**src/rtl/mem_stage_ctrl_pkg.sv**
```systemverilog
// Shared definitions for the memory-stage controller: memory opcodes,
// FSM state encoding and small opcode classification helpers.
// The alignment check is used only when MEM_ALIGN_EXC_EN is defined.
package mem_stage_ctrl_pkg;

   localparam logic [5:0] OP_LB  = 6'h20;
   localparam logic [5:0] OP_LH  = 6'h21;
   localparam logic [5:0] OP_LW  = 6'h23;
   localparam logic [5:0] OP_LBU = 6'h24;
   localparam logic [5:0] OP_LHU = 6'h25;
   localparam logic [5:0] OP_SB  = 6'h28;
   localparam logic [5:0] OP_SH  = 6'h29;
   localparam logic [5:0] OP_SW  = 6'h2b;

   typedef enum logic [1:0] {
      MEM_IDLE = 2'd0,
      MEM_WAIT = 2'd1,
      MEM_DONE = 2'd2
   } mem_state_e;

   function automatic logic is_load(input logic [5:0] op);
      return (op == OP_LB) || (op == OP_LH) || (op == OP_LW) ||
             (op == OP_LBU) || (op == OP_LHU);
   endfunction

   function automatic logic is_store(input logic [5:0] op);
      return (op == OP_SB) || (op == OP_SH) || (op == OP_SW);
   endfunction

   function automatic logic is_mem(input logic [5:0] op);
      return is_load(op) || is_store(op);
   endfunction

   // Halfwords need an even address, words need a multiple of four.
   function automatic logic is_misaligned(input logic [5:0] op, input logic [1:0] a);
      logic half_op;
      logic word_op;
      half_op = (op == OP_LH) || (op == OP_LHU) || (op == OP_SH);
      word_op = (op == OP_LW) || (op == OP_SW);
      return (half_op && a[0]) || (word_op && (a != 2'b00));
   endfunction

endpackage

```
**src/rtl/mem_stage_ctrl_if.sv**
```systemverilog
// Data-memory request/acknowledge port. The controller is the master;
// the memory (or a testbench model of it) is the slave.
interface mem_stage_ctrl_if #(
   parameter int ADDR_W = 32
) ();

   logic              dmem_req;
   logic              dmem_we;
   logic [ADDR_W-1:0] dmem_addr;
   logic [3:0]        dmem_be;
   logic [31:0]       dmem_wdata;
   logic              dmem_ack;
   logic [31:0]       dmem_rdata;

   modport master (
      output dmem_req,
      output dmem_we,
      output dmem_addr,
      output dmem_be,
      output dmem_wdata,
      input  dmem_ack,
      input  dmem_rdata
   );

   modport slave (
      input  dmem_req,
      input  dmem_we,
      input  dmem_addr,
      input  dmem_be,
      input  dmem_wdata,
      output dmem_ack,
      output dmem_rdata
   );

endinterface

```
**src/rtl/mem_lane_align.sv**
```systemverilog
// Combinational byte-lane logic: store byte enables and lane-replicated
// store data, plus extraction and sign/zero extension of load data.
// Misaligned low address bits are simply masked off here.
module mem_lane_align
   import mem_stage_ctrl_pkg::*;
(
   input  logic [5:0]  op,
   input  logic [1:0]  a,
   input  logic [31:0] val_a,
   input  logic [31:0] rdata,
   output logic [3:0]  be,
   output logic [31:0] wdata,
   output logic [31:0] load_val
);

   logic [7:0]  byte_sel;
   logic [15:0] half_sel;

   // Pick the addressed byte and halfword out of the read word.
   always_comb begin
      byte_sel = rdata[7:0];
      case (a)
         2'd0:    byte_sel = rdata[7:0];
         2'd1:    byte_sel = rdata[15:8];
         2'd2:    byte_sel = rdata[23:16];
         default: byte_sel = rdata[31:24];
      endcase
      half_sel = a[1] ? rdata[31:16] : rdata[15:0];
   end

   // Lane enables, store replication and load extension per opcode.
   always_comb begin
      be       = 4'b0000;
      wdata    = val_a;
      load_val = rdata;
      case (op)
         OP_SB: begin
            be    = 4'b0001 << a;
            wdata = {4{val_a[7:0]}};
         end
         OP_SH: begin
            be    = 4'b0011 << {a[1], 1'b0};
            wdata = {2{val_a[15:0]}};
         end
         OP_SW: begin
            be = 4'b1111;
         end
         OP_LB: begin
            be       = 4'b0001 << a;
            load_val = {{24{byte_sel[7]}}, byte_sel};
         end
         OP_LBU: begin
            be       = 4'b0001 << a;
            load_val = {24'h000000, byte_sel};
         end
         OP_LH: begin
            be       = 4'b0011 << {a[1], 1'b0};
            load_val = {{16{half_sel[15]}}, half_sel};
         end
         OP_LHU: begin
            be       = 4'b0011 << {a[1], 1'b0};
            load_val = {16'h0000, half_sel};
         end
         OP_LW: begin
            be = 4'b1111;
         end
         default: begin
            be = 4'b0000;
         end
      endcase
   end

endmodule

```
**src/rtl/mem_stage_ctrl.sv**
```systemverilog
// Memory-stage controller: turns load/store ops from the M register into
// a req/ack data-memory transaction, stalls the pipeline until it ends and
// registers the extended load result for writeback.
// Optional feature macro: MEM_ALIGN_EXC_EN (misaligned ops raise m_exc
// instead of being issued).
module mem_stage_ctrl
   import mem_stage_ctrl_pkg::*;
#(
   parameter int ADDR_W = 32
) (
   input  logic        clk,
   input  logic        rst_n,
   input  logic [5:0]  M_op,
   input  logic [31:0] M_valE,
   input  logic [31:0] M_valA,
   input  logic [4:0]  M_dstE,
   input  logic [4:0]  M_dstM,
   output logic        m_stall,
   output logic [31:0] m_valM,
   output logic [4:0]  m_dstE,
   output logic [4:0]  m_dstM,
   output logic        m_exc,
   mem_stage_ctrl_if.master dmem
);

   mem_state_e  state;
   mem_state_e  next_state;
   logic        req;
   logic        capture;
   logic [3:0]  lane_be;
   logic [31:0] lane_wdata;
   logic [31:0] lane_load;
   logic        mem_op;
   logic        misaligned;

   assign mem_op     = is_mem(M_op);
`ifdef MEM_ALIGN_EXC_EN
   assign misaligned = is_misaligned(M_op, M_valE[1:0]);
`else
   assign misaligned = 1'b0;
`endif

   mem_lane_align u_lane (
      .op       (M_op),
      .a        (M_valE[1:0]),
      .val_a    (M_valA),
      .rdata    (dmem.dmem_rdata),
      .be       (lane_be),
      .wdata    (lane_wdata),
      .load_val (lane_load)
   );

   assign m_dstE           = M_dstE;
   assign m_dstM           = M_dstM;
   assign dmem.dmem_req    = req;
   assign dmem.dmem_we     = is_store(M_op);
   assign dmem.dmem_addr   = {M_valE[ADDR_W-1:2], 2'b00};
   assign dmem.dmem_be     = lane_be;
   assign dmem.dmem_wdata  = lane_wdata;

   // State register; reset abandons any outstanding request at once.
   always_ff @(posedge clk or negedge rst_n) begin
      if (!rst_n) begin
         state <= MEM_IDLE;
      end else begin
         state <= next_state;
      end
   end

   // Next-state, stall and request decode for the access handshake.
   always_comb begin
      next_state = state;
      m_stall    = 1'b0;
      req        = 1'b0;
      capture    = 1'b0;
      case (state)
         MEM_IDLE: begin
            if (mem_op) begin
               m_stall    = 1'b1;
               next_state = misaligned ? MEM_DONE : MEM_WAIT;
            end
         end
         MEM_WAIT: begin
            req     = 1'b1;
            m_stall = 1'b1;
            if (dmem.dmem_ack) begin
               capture    = is_load(M_op);
               next_state = MEM_DONE;
            end
         end
         MEM_DONE: begin
            next_state = MEM_IDLE;
         end
         default: begin
            next_state = MEM_IDLE;
         end
      endcase
   end

   // Load result register; holds its value across stores and non-memory ops.
   always_ff @(posedge clk or negedge rst_n) begin
      if (!rst_n) begin
         m_valM <= 32'h0;
      end else if (capture) begin
         m_valM <= lane_load;
      end
   end

`ifdef MEM_ALIGN_EXC_EN
   // Flag is raised only for the DONE cycle that follows a rejected op.
   always_ff @(posedge clk or negedge rst_n) begin
      if (!rst_n) begin
         m_exc <= 1'b0;
      end else begin
         m_exc <= (state == MEM_IDLE) && mem_op && misaligned;
      end
   end
`else
   assign m_exc = 1'b0;
`endif

endmodule

```
**src/flat_wrapper.sv**
```systemverilog
// flat-port wrapper written by rule: the top's interface ports become plain ports
module mem_stage_ctrl_flat import mem_stage_ctrl_pkg::*;
#(
   parameter int ADDR_W = 32
)
  (clk, rst_n, M_op, M_valE, M_valA, M_dstE, M_dstM, m_stall, m_valM, m_dstE, m_dstM, m_exc, dmem_dmem_req, dmem_dmem_we, dmem_dmem_addr, dmem_dmem_be, dmem_dmem_wdata, dmem_dmem_ack, dmem_dmem_rdata);
  mem_stage_ctrl_if #(.ADDR_W(ADDR_W)) dmem_i ();
  input  logic clk;
  input  logic rst_n;
  input  logic [5:0] M_op;
  input  logic [31:0] M_valE;
  input  logic [31:0] M_valA;
  input  logic [4:0] M_dstE;
  input  logic [4:0] M_dstM;
  output logic m_stall;
  output logic [31:0] m_valM;
  output logic [4:0] m_dstE;
  output logic [4:0] m_dstM;
  output logic m_exc;
  output wire logic [$bits(dmem_i.dmem_req)-1:0] dmem_dmem_req;
  output wire logic [$bits(dmem_i.dmem_we)-1:0] dmem_dmem_we;
  output wire logic [$bits(dmem_i.dmem_addr)-1:0] dmem_dmem_addr;
  output wire logic [$bits(dmem_i.dmem_be)-1:0] dmem_dmem_be;
  output wire logic [$bits(dmem_i.dmem_wdata)-1:0] dmem_dmem_wdata;
  input wire logic [$bits(dmem_i.dmem_ack)-1:0] dmem_dmem_ack;
  input wire logic [$bits(dmem_i.dmem_rdata)-1:0] dmem_dmem_rdata;
  assign dmem_dmem_req = dmem_i.dmem_req;
  assign dmem_dmem_we = dmem_i.dmem_we;
  assign dmem_dmem_addr = dmem_i.dmem_addr;
  assign dmem_dmem_be = dmem_i.dmem_be;
  assign dmem_dmem_wdata = dmem_i.dmem_wdata;
  assign dmem_i.dmem_ack = dmem_dmem_ack;
  assign dmem_i.dmem_rdata = dmem_dmem_rdata;
  mem_stage_ctrl #(.ADDR_W(ADDR_W)) u_core (.clk(clk), .rst_n(rst_n), .M_op(M_op), .M_valE(M_valE), .M_valA(M_valA), .M_dstE(M_dstE), .M_dstM(M_dstM), .m_stall(m_stall), .m_valM(m_valM), .m_dstE(m_dstE), .m_dstM(m_dstM), .m_exc(m_exc), .dmem(dmem_i));
endmodule
```
**config.mk**
```make
export PLATFORM = sky130hd
export DESIGN_NAME = mem_stage_ctrl_flat
export DESIGN_NICKNAME = d
export VERILOG_FILES = /design/src/rtl/mem_stage_ctrl_pkg.sv /design/src/rtl/mem_stage_ctrl_if.sv /design/src/rtl/mem_lane_align.sv /design/src/rtl/mem_stage_ctrl.sv /design/src/flat_wrapper.sv
export SDC_FILE = /design/constraint.sdc
export NUM_CORES = 1
export LEC_CHECK = 0
export ABC_AREA = 1
export CAP_MARGIN = 15
export CORE_ASPECT_RATIO = 1.1
export CORE_MARGIN = 2
export CORE_UTILIZATION = 36
export CTS_BUF_LIST = sky130_fd_sc_hd__clkbuf_4 sky130_fd_sc_hd__clkbuf_8
export CTS_CLUSTER_SIZE = 28
export DETAILED_ROUTE_END_ITERATION = 10
export PLACE_DENSITY = 0.83
export SLEW_MARGIN = 25
export SYNTH_ARGS = -nofsm -noshare
export SYNTH_HDL_FRONTEND = slang
export SYNTH_SLANG_ARGS = --single-unit
```
**constraint.sdc**
```tcl
create_clock -name clk -period 1.9 [get_ports clk]
set_clock_uncertainty 0.2 [all_clocks]
set_input_delay 0.285 -clock clk [delete_from_list [all_inputs] [get_ports clk]]
set_output_delay 0.285 -clock clk [all_outputs]
set_load 0.01 [all_outputs]
```
# After elaboration in Yosys (flattened, before gate mapping)

Cells that the tools add are included.
Widths: inputs -> output; s select.

Reduce and logical (&&, ||, !) cells: 13
Equality and inequality tests: 13
Multiplexer cells: 13
Shift operators: 2

Operators by type and width:

| kind                | count |
|---|---|
| $pmux 32 s4         | 1 |
| $pmux 32 s2         | 1 |
| $eq 6x6->1 const B  | 8 |
| $pmux 8 s3          | 1 |
| $mux 16             | 1 |
| $pmux 4 s3          | 1 |
| $logic_or 1x1->1    | 7 |
| $reduce_or 3->1     | 2 |
| $eq 2x1->1 const B  | 2 |
| $logic_not 2->1     | 2 |
| $mux 1              | 4 |
| $mux 2              | 2 |
| $pmux 2 s2          | 1 |
| $shl 1x2->4 const A | 1 |
| $shl 2x2->4 const A | 1 |
| $eq 2x2->1 const B  | 1 |
| $ne 2x1->1 const B  | 1 |
| $ne 2x2->1 const B  | 1 |
| $pmux 1 s2          | 1 |
| $reduce_and 2->1    | 1 |
| $reduce_or 2->1     | 1 |

Word-level logic and storage cells: 43
Register bits: 34
Input port bits: 115
Output and inout bits: 114

# Longest topological paths before layout

Gate-level depths: netlist of run 1.

Depth in word-level cells: 8
Depth in mapped cells: 10
Gate-level depth less buffers: 9

# By module

A second synthesis of run 1 with hierarchy kept.

Cell total of the unflattened synthesis: 536
Area total of the unflattened synthesis: 3405.8 um^2

By module, submodules not included:

| module         | times used | cells each | sequential area each (um^2) | area each (um^2) |
|---|---|---|---|---|
| mem_stage_ctrl | 1          | 215        | 850.8                       | 1866.8 |
| mem_lane_align | 1          | 321        | 0.0                         | 1539.0 |

# Worst setup path before layout of run 1

Ideal clock, no wire load.

Path type: input to output
Start: in M_op[4]
End: out dmem_dmem_wdata[17]
Slack: 0.177 ns
Data arrival time: 1.238 ns
Data required time: 1.415 ns
Stages on the path: 6
Path buffers: 1
Cells stage by stage: inv_1 -> nand2_1 -> nor2_4 -> nand2_2 -> buf_2 -> mux2_1

Cells in the longest elaborated chain, start to end: 2
Elaborated cells between the ends (all ways): 3
Those cells by class: 2 x eq/ne; 1 x mux

RTL lines:

| what            | RTL line             | text |
|---|---|---|
| from (decl)     | flat_wrapper.sv:10   | `input logic [5:0] M_op;` |
| $eq 6x6->1      | mem_lane_align.sv:36 | `case (op)` |
| $pmux 32 s2 (*) | mem_lane_align.sv:36 |  |
| to (decl)       | flat_wrapper.sv:24   | `output wire logic [$bits(dmem_i.dmem_wdata)-1:0] dmem_dmem_wdata;` |

Mark *: on every way between the ends. The rest lies on a longest branch, timed or not.

# Final worst setup path of run 1

Start: in M_op[4]
End: out dmem_dmem_wdata[29]

Same word-level chain as after synthesis.

==> summary.txt, run 1 <==
Synthesis
  • Synthesized cell area: around 3100 µm²
  • Top cell type by total area after synthesis: dfrtp_1
  • Synth area leaders: dfrtp_1, nand2_1, buf_4
  • Synth warn: 0
  • Seq/Total Area, Yosys: between 20% and 30%
  • Yosys reg bits: 34
  • Synth top area share: about 27%
  • Netlist cell types: 29
  • Post-Syn Instances: 500
  • Syn_area_per_cell: slightly above 6 µm²

Timing
  • Fmax: about 0.53 GHz
  • Max-slew violation count: 0
  • Hold_ws: 0.181 ns
  • Tcrit/Tclk final: 100%
  • RSZ-0062 raised after global routing: true
  • Fin. Hold Viols: 0
  • Final setup viols: 1
  • Final min period: about 1.9 ns
  • PnR worst setup slack: -0.00364 ns

Cells and area
  • Ant. Diodes: 0
  • Most frequent cells in the layout: nand2_1, clkdlybuf4s50_1, nor2_1
  • Most common cell after layout, fill and taps aside: nand2_1
  • Nets: between 700 and 800
  • Layout area overhead: 52.3%
  • Layout fillers: approximately 760
  • Layout cell share with drive strength beyond 1: 22.1%

Clock network
  • Clk_lat worst skew: approximately 0.3 ns
  • Root Driver: clkbuf_8
  • H-tree depth: 2
  • Reg clk slew, reported paths: roughly 0.080 ns
  • CTS tree: done
  • Clock buffer depth: 2
  • Hold-fix buffer count after cts: 0
  • TritonCTS Sinks: 34
  • CTS Buf Count: 5

Critical path
  • Critical path arrival: about 1.4 ns
  • Startpoint class of the critical path: input pin
  • R2R Path End: u_core.m_valM[31]$_DFFE_PN0P_
  • Worst setup startpoint: M_op[4]
  • CP Class: input pin to output pin
  • Worst r2r src: u_core.state[1]$_DFFE_PN0P_
  • Worst Path Required: about 1.4 ns
  • R2R setup slack: approximately 0.28 ns
  • CP Capture Type: output pin
  • Worst R2R Path Depth: 7
  • CP Max Fanout: 8

Pwr
  • Leak Pwr: 2.37 nW
  • Pwr Density: approximately 630 nW/µm²
  • Max VDD drop: roughly 0.51 mV

Global route
  • Initial antenna violation count: 0
  • GRT Overall Usage: about a quarter
  • Global-route wire length before repair: 17.5 mm
  • Total grt overflow: 0
  • Largest net degree at the start of global routing: 35
  • Vias in the first global route: 3597

Floorplan
  • Boundary Pins: 229
  • Initial Utilization: 37.1%
  • Die area: 9370 µm²
  • Rows: 35
  • Placeable Area: 8360 µm²
  • DIE HEIGHT: 101 µm
  • DIE WIDTH: just over 90 µm

Route
  • Via density: ~5
  • Detailed-route via count: 3682
  • Initial drt markers: roughly 260
  • Routed wire per std cell: 15.6 µm
  • Pre-antenna DRT Iters: 5
  • Antenna-violating nets left: 0
  • DRT Wirelength: approximately 12 mm
  • DRC Markers: 0

Flow run
  • Max Cap Viol: 0

Place
  • Port Buffers: approximately 150
  • DP HPWL: just under 9 mm
  • Gpl congestion: about 0.9
  • Post-place setup slack: -0.782 ns

Hold path
  • Hold Path Class: input pin to async pin

Status
  • Status: finished with violations
  • Failing checks: setup timing
-- worst max path at each step --
stage	endpoint	cells after the start	slack, ns
after global routing	u_core.m_valM[30]$_DFFE_PN0P_	8	-0.1
after global placement	dmem_dmem_wdata[29]	10	-0.75
after floorplan	dmem_dmem_wdata[17]	6	0.18
after detailed placement	dmem_dmem_wdata[29]	7	-0.78
after CTS	dmem_dmem_wdata[29]	6	-0.02
final	dmem_dmem_wdata[29]	10	-0.004
-- state kept, by name (all words and copies together) (netlist names) --
register and flops:
u_core.state 2, u_core.m_valM 32
-- Yosys cell counts --
cell type	number
nand3_4	1
dfrtp_1	34
clkinv_1	1
o21ai_0	13
nand3_1	39
clkbuf_1	4
mux2_2	6
or2_2	7
nand2_2	3
buf_2	11
nand4_1	1
nor2_2	5
a31oi_1	7
nand2_1	170
a21oi_1	8
nand3_2	2
o21ai_1	1
buf_1	1
clkinv_2	1
nor2_4	2
buf_6	2
nor2_1	83
inv_2	5
inv_1	28
nand2_4	1
conb_1	1
o211ai_1	8
mux2_1	2
buf_4	53
-- cell type report --
cell class | count | area [µm²] | area share (%)
sequential | 34 | 851 | 18.0
timing repair buffer | 189 | 1750 | 37.0
multi-input combinational | 362 | 1720 | 36.3
clock inverter | 3 | 68.8 | 1.46
clock buffer | 5 | 68.8 | 1.46
inverter | 35 | 135 | 2.86
tap | 111 | 139 | 2.94
-- timing repair --
item | in CTS | in global routing
endpoints found under the setup margin | 67 | 40
setup buffers | 5 | 0
pin swaps | 7 | 9
gates resized for setup | 166 | 20
cloned | 2 | 0
-- per-layer routing --
layer  up-vias  share of wire (%)  GRT usage [%]
met2       202                 51           44.2
met5         -                  0              0
li1       1764                  -              -
met3        36                8.7           5.65
met4         0                3.5           10.6
met1      1680                 37           25.2
-- stage by stage --
| stage | cell area [µm²] | power, mW | TNS, ns | utilization (%) | instances |
|---|---|---|---|---|---|
| 2_1_floorplan | 3110 | 1.54 | 0 | - | 502 |
| 3_3_place_gp | 4530 | 2.18 | -33.24 | 54.2 | 724 |
| 3_5_place_dp | 4530 | 2.20 | -33.64 | 54.2 | 724 |
| 4_1_cts | 4680 | 3.02 | -0.0242 | 55.9 | 739 |
| 5_1_grt | 4720 | 3.15 | -1.04 | 56.5 | 739 |
| 6_report | 4720 | 3.00 | -0.00364 | 56.5 | 739 |
-- critical path, cell delays in order --
cell and delay [ns]:
buf_6 0.10, inv_4 0.05, nand2_4 0.05, nor2_4 0.18, inv_2 0.08, nor2_4 0.14, buf_12 0.15, nand2_2 0.05
o211ai_1 0.14, buf_2 0.19
-- kinds of logic (layout without fill, tap and decap cells) --
group	count (synthesis)	count (layout)	share of synthesized area [%]
AOI/OAI and AO/OA	37	37	6.90
DFF	34	34	27.4
and+or+nand+nor	314	314	42.4
muxes	8	8	2.90
other	1	3	0.121
buffers and inverters	106	232	20.2
-- where the power goes --
part	switching, mW	internal, mW
Combinational	0.530	0.648
Sequential	0.0992	0.893
Clock	0.302	0.526
(Power assumes the default switching activity.)
==> run 2: changes to the inputs <==
--- a/config.mk
+++ b/config.mk
@@ -9,11 +9,11 @@
 export CAP_MARGIN = 15
 export CORE_ASPECT_RATIO = 1.1
 export CORE_MARGIN = 2
-export CORE_UTILIZATION = 36
+export CORE_UTILIZATION = 38
 export CTS_BUF_LIST = sky130_fd_sc_hd__clkbuf_4 sky130_fd_sc_hd__clkbuf_8
 export CTS_CLUSTER_SIZE = 28
 export DETAILED_ROUTE_END_ITERATION = 10
-export PLACE_DENSITY = 0.83
+export PLACE_DENSITY = 0.87
 export SLEW_MARGIN = 25
 export SYNTH_ARGS = -nofsm -noshare
 export SYNTH_HDL_FRONTEND = slang
==> constraint.sdc (replaced) <==
create_clock -name clk -period 2.2 [get_ports clk]
set_clock_uncertainty 0.2 [all_clocks]
set_input_delay 0.33 -clock clk [delete_from_list [all_inputs] [get_ports clk]]
set_output_delay 0.33 -clock clk [all_outputs]
set_load 0.01 [all_outputs]
==> summary.txt, run 2 (same netlist as run 1, synthesis figures left out) <==
Pwr
  • Max VDD drop: 0.370 mV (was 0.514 mV)
  • Leak Pwr: 2.34 nW (was 2.37 nW)
  • Pwr Density: 503 nW/µm² (was 635 nW/µm²)

Floorplan
  • DIE WIDTH: 90.1 µm (was 92.5 µm)
  • Initial Utilization: 39.2% (was 37.1%)
  • Boundary Pins: 229 (unchanged)
  • Placeable Area: 7910 µm² (was 8360 µm²)
  • Rows: 34 (was 35)
  • Die area: 8900 µm² (was 9370 µm²)
  • DIE HEIGHT: 98.8 µm (was 101 µm)

Critical path
  • Startpoint class of the critical path: input pin (unchanged)
  • Crit-path max cell delay: 0.31 ns (was 0.19 ns)
  • CP Capture Type: output pin (unchanged)
  • Critical-path cell list: clkdlybuf4s15_1, inv_1, nand2_2, nor2_4, buf_4, nand2_8, mux2_2, dlygate4sd2_1 (was buf_6, inv_4, nand2_4, nor2_4, inv_2, nor2_4, buf_12, nand2_2, o211ai_1, buf_2)
  • CP Class: input pin to output pin (unchanged)
  • Worst Path Required: 1.67 ns (was 1.41 ns)
  • Crit-path slowest cell: mux2_2 (was buf_2)
  • CP Max Fanout: 5 (was 8)
  • Critical path arrival: 1.62 ns (was 1.42 ns)

Route
  • Pre-antenna DRT Iters: 4 (was 5)
  • Met2 WL post-DR: 5.27 mm (was 5.89 mm)
  • Met3 WL: 829 µm (was 996 µm)
  • Detailed-route via count: 3588 (was 3682)
  • DRT Wirelength: 11.0 mm (was 11.5 mm)
  • Routed wire per std cell: 14.8 µm (was 15.6 µm)
  • Antenna-violating nets left: 0 (unchanged)
  • DRC Markers: 0 (unchanged)
  • Via density: 4.85 (was 4.98)
  • Initial drt markers: 254 (was 257)
  • Wl on met1: 4.63 mm (was 4.22 mm)
  • Max layer used: met4 (unchanged)

Cells and area
  • Nets: 746 (was 742)
  • Top Registers: u_core.m_valM: 32 flops, u_core.state: 2 flops (unchanged)
  • Largest register FFs: 32 (unchanged)
  • Reg with most FFs: u_core.m_valM (unchanged)
  • Layout cell share with drive strength beyond 1: 19.3% (was 22.1%)
  • Most frequent cells in the layout: nand2_1, clkdlybuf4s50_1, nor2_1 (unchanged)
  • Layout area overhead: 51.8% (was 52.3%)
  • Ant. Diodes: 0 (unchanged)
  • Most common cell after layout, fill and taps aside: nand2_1 (unchanged)

Clock network
  • Clock buffer depth: 2 (unchanged)
  • Clk_lat worst skew: 0.30 ns (about the same)
  • Root Driver: clkbuf_8 (unchanged)
  • TritonCTS Sinks: 34 (unchanged)
  • H-tree depth: 2 (unchanged)
  • CTS Buf Count: 5 (unchanged)
  • CTS tree: done (unchanged)
  • Reg clk slew, reported paths: 0.08 ns (about the same)

Timing
  • Total negative slack: 0 ns (was -0.00364 ns)
  • Fmax: roughly 0.47 GHz
  • Final setup viols: 0 (was 1)
  • Final min period: 2.15 ns
  • Fin. Hold Viols: 0 (unchanged)
  • PnR worst setup slack: 0.0515 ns (was -0.00364 ns)
  • RSZ-0062 raised after global routing: false (was true)
  • Tcrit/Tclk final: 97.7%
  • Max-slew violation count: 0 (unchanged)

Place
  • Post-place setup slack: -0.625 ns (was -0.782 ns)
  • Gpl congestion: 0.901 (about the same)
  • DP HPWL: 8.24 mm (was 8.69 mm)
  • Port Buffers: 145 (unchanged)

Global route
  • GRT Overall Usage: 24.7% (was 23.6%)
  • Largest net degree at the start of global routing: 35 (unchanged)
  • Vias in the first global route: 3578 (was 3597)
  • Initial antenna violation count: 0 (unchanged)
  • Global-route wire length before repair: 17.6 mm (was 17.5 mm)
  • Total grt overflow: 0 (unchanged)

Hold path
  • Hold Path Class: input pin to async pin (unchanged)

Flow run
  • Max Cap Viol: 0 (unchanged)

Status
  • Status: finished, final reports clean (was finished with violations)
run 2: cell count changes in the layout (fill, tap and decap cells not counted), moves of 4 or more:
cell             before  now
buf_2                30   20
clkdlybuf4s15_2       1    5
clkdlybuf4s50_1     101  109
nand2_1             159  167
nand2_2              11    5
run 2: final cells by class:
cell class	instances	area (µm²)
Clock buffer	6	82.6
Clock inverter	2	12.5
Fill cell	725	3200
Inverter	35	133
Multi-Input combinational cell	363	1680
Sequential cell	34	851
Tap cell	108	135
Timing Repair Buffer	192	1810
run 2: routing by layer:
metal	global-route usage, %	up-vias
met3	7.19	26
met5	0	-
met1	30.5	1624
met2	41.9	165
met4	7.10	0
li1	-	1773
run 2: power breakdown:
group | internal (mW) | switching [mW] | total (mW)
clock network | 0.252 | 0.251 | 0.503
registers | 0.771 | 0.0792 | 0.851
logic | 0.567 | 0.447 | 1.01
total | 1.59 | 0.777 | 2.37
run 2: repair_timing:
action / 4_1_cts / 5_1_grt
setup buffers: 13 / 3
endpoints found under the hold margin: 0 / 0
pin swaps: 4 / 3
endpoints found under the setup margin: 47 / 27
hold buffers: 0 / 0
gates resized for setup: 126 / 9
gates cloned: 2 / 0
run 2: path summary, 6_finish.rpt:
kind / start / end / slack, ns / cells past startpoint
setup reg to reg: u_core.state[0]$_DFFE_PN0P_ / u_core.m_valM[7]$_DFFE_PN0P_ / 0.66 / 6
hold / removal: rst_n / u_core.state[1]$_DFFE_PN0P_ / 0.24 / 2
max in group asynchronous: rst_n / u_core.m_valM[11]$_DFFE_PN0P_ / 1.25 / 2
hold reg to reg: u_core.m_valM[14]$_DFFE_PN0P_ / u_core.m_valM[14]$_DFFE_PN0P_ / 0.28 / 2
min in group clk: u_core.m_valM[14]$_DFFE_PN0P_ / u_core.m_valM[14]$_DFFE_PN0P_ / 0.28 / 2
setup / recovery: M_op[2] / dmem_dmem_wdata[19] / 0.05 / 8
run 2: critical path, delay by kind of cell:
| kind | cells | cell delay (ns) |
|---|---|---|
| buffers and inverters | 4 | 0.70 |
| multiplexers | 1 | 0.31 |
| AND/OR/NAND/NOR | 3 | 0.27 |
run 2: metrics by stage:
step                      std cells  hold WS (ns)  utilization (%)  power [mW]  area, µm²
after floorplan                 502        -0.166                -        1.33       3110
after global placement          714         0.268             56.7        1.86       4490
after detailed placement        714         0.266             56.7        1.88       4490
after CTS                       737         0.256             59.3        2.38       4690
after global routing            740         0.286             59.5        2.51       4710
final                           740         0.240             59.5        2.37       4710
==> run 3: changes to the inputs <==
--- a/config.mk
+++ b/config.mk
@@ -6,11 +6,11 @@
 export NUM_CORES = 1
 export LEC_CHECK = 0
 export ABC_AREA = 1
-export CAP_MARGIN = 15
+export CAP_MARGIN = 25
 export CORE_ASPECT_RATIO = 1.1
 export CORE_MARGIN = 2
 export CORE_UTILIZATION = 38
-export CTS_BUF_LIST = sky130_fd_sc_hd__clkbuf_4 sky130_fd_sc_hd__clkbuf_8
+export CTS_BUF_LIST = sky130_fd_sc_hd__clkbuf_2
 export CTS_CLUSTER_SIZE = 28
 export DETAILED_ROUTE_END_ITERATION = 10
 export PLACE_DENSITY = 0.87
==> summary.txt, run 3 (same netlist as run 1, synthesis figures left out) <==
Global route
  • Total grt overflow: 0 (unchanged)
  • Initial antenna violation count: 0 (unchanged)
  • Global-route wire length before repair: 17.8 mm (was 17.6 mm)
  • Vias in the first global route: 3648 (was 3578)
  • Largest net degree at the start of global routing: 35 (unchanged)
  • GRT Overall Usage: 24.7% (about the same)

Route
  • Pre-antenna DRT Iters: 5 (was 4)
  • DRT Wirelength: 11.1 mm (was 11.0 mm)
  • Routed wire per std cell: 14.9 µm (was 14.8 µm)
  • Via density: 4.85 (about the same)
  • Initial drt markers: 250 (was 254)
  • Detailed-route via count: 3591 (was 3588)
  • Antenna-violating nets left: 0 (unchanged)
  • DRC Markers: 0 (unchanged)

Pwr
  • Psw: 765 µW (was 777 µW)
  • Max VDD drop: 0.316 mV (was 0.370 mV)
  • Pwr Density: 467 nW/µm² (was 503 nW/µm²)
  • Sw frac: 35.2% (was 32.8%)
  • Cell Int Power: 1.41 mW (was 1.59 mW)
  • Combinational fraction of design power: 46.6% (was 42.8%)
  • Leak Pwr: 2.32 nW (was 2.34 nW)
  • Sequential power share: 39.1% (was 35.9%)
  • Clk pwr share: 14.3% (was 21.2%)

Critical path
  • Critical-path cell list: clkdlybuf4s15_1, inv_1, nand2_2, nor2_4, buf_4, nand2_8, mux2_2, dlygate4sd2_1 (unchanged)
  • CP Max Fanout: 5 (unchanged)
  • CP Capture Type: output pin (unchanged)
  • R2R setup slack: 0.65 ns (was 0.66 ns)
  • Critical path arrival: 1.62 ns (about the same)
  • CP Class: input pin to output pin (unchanged)
  • Worst r2r src: u_core.state[0]$_DFFE_PN0P_ (unchanged)
  • Worst Path Required: 1.67 ns (about the same)
  • Crit-path max cell delay: 0.31 ns (about the same)
  • Worst R2R Path Depth: 6 (unchanged)
  • R2R Path End: u_core.m_valM[7]$_DFFE_PN0P_ (unchanged)
  • Crit-path slowest cell: mux2_2 (unchanged)
  • Startpoint class of the critical path: input pin (unchanged)

Cells and area
  • Layout fillers: 732 (was 725)
  • Area occupied by multi-input gates: 1680 µm² (unchanged)
  • Ant. Diodes: 0 (unchanged)
  • Largest register FFs: 32 (unchanged)
  • Reg area: 851 µm² (unchanged)
  • Nets: 746 (unchanged)
  • Most common cell after layout, fill and taps aside: nand2_1 (unchanged)
  • Top Registers: u_core.m_valM: 32 flops, u_core.state: 2 flops (unchanged)
  • Reg with most FFs: u_core.m_valM (unchanged)
  • Fin util: 58.8% (was 59.5%)
  • Layout cell share with drive strength beyond 1: 19.1% (was 19.3%)
  • Most frequent cells in the layout: nand2_1, clkdlybuf4s50_1, nor2_1 (unchanged)
  • Layout area overhead: 50.1% (was 51.8%)

Floorplan
  • Boundary Pins: 229 (unchanged)
  • Initial Utilization: 39.2% (unchanged)
  • DIE WIDTH: 90.1 µm (unchanged)
  • DIE HEIGHT: 98.8 µm (unchanged)
  • Placeable Area: 7910 µm² (unchanged)
  • Rows: 34 (unchanged)
  • Die area: 8900 µm² (unchanged)

Place
  • Gpl congestion: 0.901 (unchanged)
  • Port Buffers: 145 (unchanged)
  • Post-place setup slack: -0.625 ns (unchanged)
  • DP HPWL: 8.24 mm (unchanged)

Clock network
  • Clock buffer depth: 2 (unchanged)
  • TritonCTS Sinks: 34 (unchanged)
  • Root Driver: clkbuf_2 (was clkbuf_8)
  • Hold-fix buffer count after cts: 0 (unchanged)
  • CTS Buf Count: 5 (unchanged)
  • CTS tree: done (unchanged)
  • Clk_lat worst skew: 0.40 ns (was 0.30 ns)
  • H-tree depth: 2 (unchanged)
  • Reg clk slew, reported paths: 0.20 ns (was 0.08 ns)

Timing
  • Tcrit/Tclk final: 97.7% (about the same)
  • Hold_ws: 0.107 ns (was 0.240 ns)
  • Final min period: 2.15 ns (about the same)
  • Fin. Hold Viols: 0 (unchanged)
  • RSZ-0062 raised after global routing: false (unchanged)
  • PnR worst setup slack: 0.0497 ns (was 0.0515 ns)
  • Fmax: 0.465 GHz (about the same)
  • Final setup viols: 0 (unchanged)
  • Max-slew violation count: 0 (unchanged)

Status
  • Status: finished, final reports clean (unchanged)

Flow run
  • Max Cap Viol: 0 (unchanged)

Hold path
  • Hold Path Class: input pin to async pin (unchanged)
run 3: changes by cell type in the layout (fill, tap and decap cells not counted), sizes merged:
cell | before | now
clkbuf | 8 | 7
clkinv | 3 | 4
run 3: per-stage QoR:
| step | power (mW) | setup TNS (ns) | instances | area (µm²) |
|---|---|---|---|---|
| 2_1_floorplan | 1.33 | 0 | 502 | 3110 |
| 3_3_place_gp | 1.86 | -25.32 | 714 | 4490 |
| 3_5_place_dp | 1.88 | -27.03 | 714 | 4490 |
| 4_1_cts | 2.18 | 0 | 737 | 4630 |
| 5_1_grt | 2.31 | 0 | 740 | 4650 |
| 6_report | 2.17 | 0 | 740 | 4650 |
run 3: power groups by stage:
| stage | combinational [mW] | sequential, mW | clock, mW |
|---|---|---|---|
| detailed placement | 1.01 | 0.864 | 0 |
| floorplan | 0.401 | 0.927 | 0 |
| finish | 1.01 | 0.850 | 0.310 |
| global route | 1.09 | 0.869 | 0.346 |
| CTS | 1.01 | 0.851 | 0.317 |
| global placement | 0.997 | 0.858 | 0 |
run 3: layout make-up:
type / instances / area share (%)
tap: 108 / 2.90
inverter: 35 / 2.85
multi-input combinational: 363 / 36.2
clock inverter: 3 / 0.349
timing repair buffer: 192 / 38.9
clock buffer: 5 / 0.538
sequential: 34 / 18.3
run 3: repair_timing:
item	4_1_cts	5_1_grt
endpoints found under the hold margin	0	0
setup buffers	13	3
endpoints found under the setup margin	30	26
gates cloned	2	0
resized for setup	126	8
pin swaps	4	3
run 3: worst max path at each step:
| stage | from | to | slack (ns) | depth (start not counted) |
|---|---|---|---|---|
| 2_1_floorplan | M_op[4] | dmem_dmem_wdata[17] | 0.39 | 6 |
| 5_1_grt | M_op[5] | dmem_dmem_wdata[22] | 0.0007 | 8 |
| 3_5_place_dp | M_op[4] | dmem_dmem_wdata[19] | -0.62 | 7 |
| 3_3_place_gp | M_op[4] | dmem_dmem_wdata[19] | -0.58 | 7 |
| 6_report | M_op[2] | dmem_dmem_wdata[19] | 0.05 | 8 |
| 4_1_cts | M_op[3] | dmem_dmem_wdata[13] | 0.02 | 9 |
run 3: routing by layer:
metal / vias to the layer above / GRT usage [%] / part of all wire [%]
met5: - / 0 / 0
met4: 0 / 6.51 / 2.0
met3: 28 / 6.73 / 7.2
met2: 163 / 42.9 / 48
met1: 1625 / 30.3 / 42
li1: 1775 / - / -
run 3: worst max-delay path: cells and delay by family:
kind / cells / cell delay (ns)
buf+inv: 4 / 0.70
mux: 1 / 0.31
simple gates: 3 / 0.27
